[src/rtl/systolic_feeder.sv]
// Systolic array feeder: skews input vectors across lanes and streams weight rows.
// Build option: define SYSTOLIC_FEEDER_STATS_EN to add the vec_count output
// (saturating count of accepted x vectors).
module systolic_feeder #(
  parameter int data_size = 16,
  parameter int size      = 3
) (
  input  logic                      clk,
  input  logic                      rst_n,
  input  logic [data_size*size-1:0] x_in,
  input  logic                      x_valid,
  output logic                      x_ready,
  input  logic [data_size*size-1:0] w_in,
  input  logic                      w_valid,
  output logic                      w_ready,
  output logic [data_size*size-1:0] data_stream,
  output logic [data_size*size-1:0] w_stream,
  output logic                      set_w,
  output logic                      busy
`ifdef SYSTOLIC_FEEDER_STATS_EN
  ,
  output logic [15:0]               vec_count
`endif
);

  localparam int RW  = data_size * size;
  localparam int CW  = $clog2(size + 1);
  localparam int DRW = $clog2(2 * size);

  typedef enum logic [1:0] {IDLE, W_COLLECT, W_DRIVE} state_t;

  state_t          state, state_next;
  logic [CW-1:0]   cnt;
  logic [DRW-1:0]  drain;
  logic [RW-1:0]   rows [size];
  logic [RW-1:0]   full [size];
  logic            x_fire, w_fire, last_row, drive_done;

  assign x_ready    = (state == IDLE);
  assign w_ready    = ((state == IDLE) && (drain == '0)) || (state == W_COLLECT);
  assign x_fire     = x_valid && x_ready;
  assign w_fire     = w_valid && w_ready;
  // cnt is zero in IDLE, so a single-row array completes on the first row
  assign last_row   = (cnt == CW'(size - 1));
  assign drive_done = (cnt == CW'(size));
  assign busy       = (state != IDLE) || (drain != '0);

  // Complete row set as it stands once the incoming row is appended
  always_comb begin
    for (int k = 0; k < size - 1; k++) full[k] = rows[k+1];
    full[size-1] = w_in;
  end

  // Next-state logic for the weight-load sequence
  always_comb begin
    state_next = state;
    case (state)
      IDLE:      if (w_fire) state_next = last_row ? W_DRIVE : W_COLLECT;
      W_COLLECT: if (w_fire && last_row) state_next = W_DRIVE;
      W_DRIVE:   if (drive_done) state_next = IDLE;
      default:   state_next = IDLE;
    endcase
  end

  // State register
  always_ff @(posedge clk or negedge rst_n) begin
    if (!rst_n) state <= IDLE;
    else        state <= state_next;
  end

  // Row store (shift-in while collecting, shift-out while driving) and registered weight outputs
  always_ff @(posedge clk or negedge rst_n) begin
    if (!rst_n) begin
      for (int k = 0; k < size; k++) rows[k] <= '0;
      cnt      <= '0;
      set_w    <= 1'b0;
      w_stream <= '0;
    end else begin
      case (state)
        IDLE, W_COLLECT: begin
          if (w_fire) begin
            if (last_row) begin
              w_stream <= full[0];
              set_w    <= 1'b1;
              for (int k = 0; k < size - 1; k++) rows[k] <= full[k+1];
              rows[size-1] <= '0;
              cnt      <= CW'(1);
            end else begin
              for (int k = 0; k < size; k++) rows[k] <= full[k];
              cnt <= cnt + 1'b1;
            end
          end
        end
        W_DRIVE: begin
          if (drive_done) begin
            set_w    <= 1'b0;
            w_stream <= '0;
            cnt      <= '0;
          end else begin
            w_stream <= rows[0];
            for (int k = 0; k < size - 1; k++) rows[k] <= rows[k+1];
            rows[size-1] <= '0;
            cnt      <= cnt + 1'b1;
          end
        end
        default: begin
          set_w    <= 1'b0;
          w_stream <= '0;
          cnt      <= '0;
        end
      endcase
    end
  end

  // Drain counter: tracks how long the last accepted vector stays in the skew pipe
  always_ff @(posedge clk or negedge rst_n) begin
    if (!rst_n)          drain <= '0;
    else if (x_fire)     drain <= DRW'(2 * size - 1);
    else if (drain != 0) drain <= drain - 1'b1;
  end

  // Per-lane delay lines: lane r is delayed r extra cycles; idle cycles inject zeros
  for (genvar r = 0; r < size; r++) begin : g_lane
    logic [data_size-1:0] line [r+1];

    // Shift lane r every cycle
    always_ff @(posedge clk or negedge rst_n) begin
      if (!rst_n) begin
        for (int k = 0; k <= r; k++) line[k] <= '0;
      end else begin
        line[0] <= x_fire ? x_in[(size-r)*data_size-1 -: data_size] : '0;
        for (int k = 1; k <= r; k++) line[k] <= line[k-1];
      end
    end

    assign data_stream[(size-r)*data_size-1 -: data_size] = line[r];
  end

`ifdef SYSTOLIC_FEEDER_STATS_EN
  logic [15:0] vec_cnt;
  assign vec_count = vec_cnt;

  // Saturating count of accepted x vectors
  always_ff @(posedge clk or negedge rst_n) begin
    if (!rst_n)                              vec_cnt <= '0;
    else if (x_fire && vec_cnt != 16'hFFFF) vec_cnt <= vec_cnt + 16'd1;
  end
`endif

endmodule

[config.mk]
export PLATFORM = sky130hd
export DESIGN_NAME = systolic_feeder
export DESIGN_NICKNAME = d
export VERILOG_FILES = /design/src/rtl/systolic_feeder.sv
export SDC_FILE = /design/constraint.sdc
export NUM_CORES = 1
export LEC_CHECK = 0
export ABC_AREA = 1
export CAP_MARGIN = 15
export CELL_PAD_IN_SITES_DETAIL_PLACEMENT = 0
export CELL_PAD_IN_SITES_GLOBAL_PLACEMENT = 1
export CORE_MARGIN = 5
export CORE_UTILIZATION = 36
export DETAILED_ROUTE_END_ITERATION = 12
export HOLD_SLACK_MARGIN = 0.08
export PLACE_DENSITY = 0.85
export SYNTH_ARGS = -nofsm -noshare
export SYNTH_HDL_FRONTEND = slang
export SYNTH_SLANG_ARGS = --single-unit
[constraint.sdc]
create_clock -name clk -period 1.85 [get_ports clk]
set_clock_uncertainty 0.1 [all_clocks]
set_input_delay 0.37 -clock clk [delete_from_list [all_inputs] [get_ports clk]]
set_output_delay 0.37 -clock clk [all_outputs]
set_load 0.02 [all_outputs]
==> results.json <==
{
  "cp_max_fo": 2,
  "regArea_um2": 7410,
  "grt_use_total_pct": 17.5,
  "syn-num-nets": 1755,
  "ys_seq_area_share_pct": 56.3,
  "die_h_um": 201,
  "htree_levels": 2,
  "grt_antenna_before_repair": 0,
  "yosys_warnings": 0,
  "drv_slew": 0,
  "ys_seq_elements": 296,
  "holdWs_ps": 217,
  "io_buffers": 199,
  "fill_cells": 3479,
  "tightest_slew_ps": 559,
  "drt-wirelength-per-cell_um": 15.7,
  "drv_cap": 0,
  "cts_inserted_buffers": 34,
  "multiInputGateArea_um2": 4690,
  "cts_sinks": 296,
  "syn_to_final_growth_pct": 30.7,
  "ir_worst_vdd_mv": 0.674,
  "hpwl_um": 22000,
  "fin_area_um2": 17200,
  "post-route-period-util_pct": 107,
  "drtPass1Iterations": 5,
  "post_dp_cell_area_um2": 15700,
  "final_hold_viol_count": 0,
  "worst_hold_path_type": "in2async",
  "grt_pass1_vias": 11000,
  "worstPathRequired_ps": 1380,
  "r2r_cells": 14,
  "pre_cts_slack_ps": -152,
  "cts_tree": "built",
  "postRouteWirelength_um": 36200,
  "gp_congestion": 0.767,
  "worstSetupPathType": "reg2out",
  "netlist_area_um2": 13100,
  "worstPathArrival_ps": 1510,
  "cp-endpoint": "w_ready",
  "drt_iter0_drc": 710,
  "coreArea_um2": 36300,
  "final_antenna_net_count": 0,
  "layout.nets": 1922,
  "via_per_inst": 4.72,
  "vias": 10900,
  "violations": "setup timing",
  "p_leak_nw": 9.59,
  "die_x_um": 201,
  "overflow": 0,
  "syn_avg_cell_area_um2": 7.97,
  "rsz0062_at_grt": "yes",
  "cts_root_buf": "clkbuf_16",
  "grt_first_pass_wirelength_um": 58900,
  "mostFrequentLayoutCells": "689 x nand2_1, 295 x dfrtp_1, 244 x nand3_1",
  "fin_util_pct": 47.3,
  "final_common_cell": "nand2_1",
  "r2r_slack_ps": -80,
  "clk_pin_slew_worst_paths_ps": 60,
  "grt_max_degree": 104,
  "setup_viol": 66,
  "fin_ws_ps": -131,
  "synthCells": 1650,
  "initial_utilization_pct": 36.2,
  "setup.worst_path.start": "drain[0]",
  "clkLatencyLatePin_ps": 510,
  "diodes": 0,
  "cts_buffer_depth": 3,
  "cp-start-kind": "register",
  "cellPowerDensity_nw_per_um2": 1650,
  "ys_types": 20,
  "worst_setup_path_end_kind": "primary output",
  "slew_headroom_pct": 62.7,
  "std_cell_rows": 70,
  "r2r_start": "drain[0]",
  "io-pin-count": 200,
  "drc_errors": 0,
  "max_freq_mhz": 505,
  "die-area_um2": 40400,
  "period_needed_ps": 1980,
  "status": "finished, violations left",
  "p_total_mw": 28.3,
  "drive_gt1_share_pct": 8.15,
  "r2r_end": "full[141]"
}
[through the flow]
step | instances | TNS [ps]
after floorplan | 1650 | 0
final | 2308 | -3400
after global routing | 2308 | -19040
after CTS | 2302 | -3960
after detailed placement | 2226 | -6220
after global placement | 2226 | -2800
[Yosys cell counts, drive strengths merged]
cell / instances / area share, %
a21oi: 1 / 0.038
buf: 97 / 4.3
clkbuf: 44 / 1.3
dfrtp: 296 / 56
ha: 5 / 0.48
inv: 109 / 3.1
nand2: 698 / 20
nand3: 244 / 9.3
nor2: 101 / 3.0
nor3: 1 / 0.038
o211ai: 1 / 0.057
o21ai: 52 / 2.0
xnor2: 1 / 0.067
[flip-flops by register name, summed over array words and instances (netlist names)]
signal / flops
drain: 3
data_stream: 32
state: 2
full: 96
rows: 48
w_stream: 48
cnt: 2
set_w: 1
g_lane.line: 64
[how the worst min path moves through the flow]
| stage | from | endpoint | slack [ps] | cells after the start |
|---|---|---|---|---|
| after floorplan | rst_n | cnt[0] | -30 | 0 |
| after global placement | rst_n | data_stream[26] | 160 | 1 |
| after detailed placement | rst_n | data_stream[27] | 160 | 1 |
| after CTS | rst_n | data_stream[27] | 200 | 2 |
| after global routing | rst_n | g_lane[1].line[26] | 230 | 2 |
| final | rst_n | g_lane[1].line[26] | 220 | 2 |
[worst max-delay path, cell delays in order, from the launching register on]
cell	delay, ps
dfrtp_1	390
inv_2	90
ha_4	130
inv_2	40
nor2_4	110
nand2_4	80
nand2_4	60
buf_6	110
[layer usage]
layer / routed length (um) / global-route usage (%) / vias up
met5: 0 / 0 / -
met3: 1880 / 3.28 / 65
met2: 17100 / 28.9 / 291
met4: 1080 / 5.73 / 0
li1: - / - / 5407
met1: 16100 / 23.2 / 5134
[layout make-up]
| cell class | count | area share, % |
|---|---|---|
| Clock buffer | 46 | 5.82 |
| Clock inverter | 13 | 0.794 |
| Inverter | 109 | 2.40 |
| Multi-Input combinational cell | 1104 | 27.3 |
| Sequential cell | 296 | 43.1 |
| Tap cell | 468 | 3.41 |
| Timing Repair Buffer | 272 | 17.2 |
[power by group]
part | switching, mW | internal [mW] | leakage (nW) | total (mW)
Sequential | 1.36 | 8.71 | 3.85 | 10.1
Clock | 2.69 | 4.09 | 0.560 | 6.78
Combinational | 6.73 | 4.73 | 5.17 | 11.5
[cell families (layout without fill, tap and decap cells)]
family	count (synthesis)	after routing	share of synthesized area, %
AOI/OAI and AO/OA	54	54	2.07
buffers and inverters	250	440	8.72
xor gates and xnor gates	1	1	0.0666
and+or+nand+nor	1044	1044	32.3
adders and majority gates	5	5	0.476
DFF	296	296	56.3
[repair_timing]
item | in CTS | in global routing
hold buffers | 1 | 0
pin swaps | 4 | 2
cloned | 5 | 3
endpoints found under the setup margin | 252 | 197
endpoints found under the hold margin | 296 | 0
buffers inserted | 11 | 3
gates resized for setup | 134 | 11
Power figures use the tool's default switching activity.
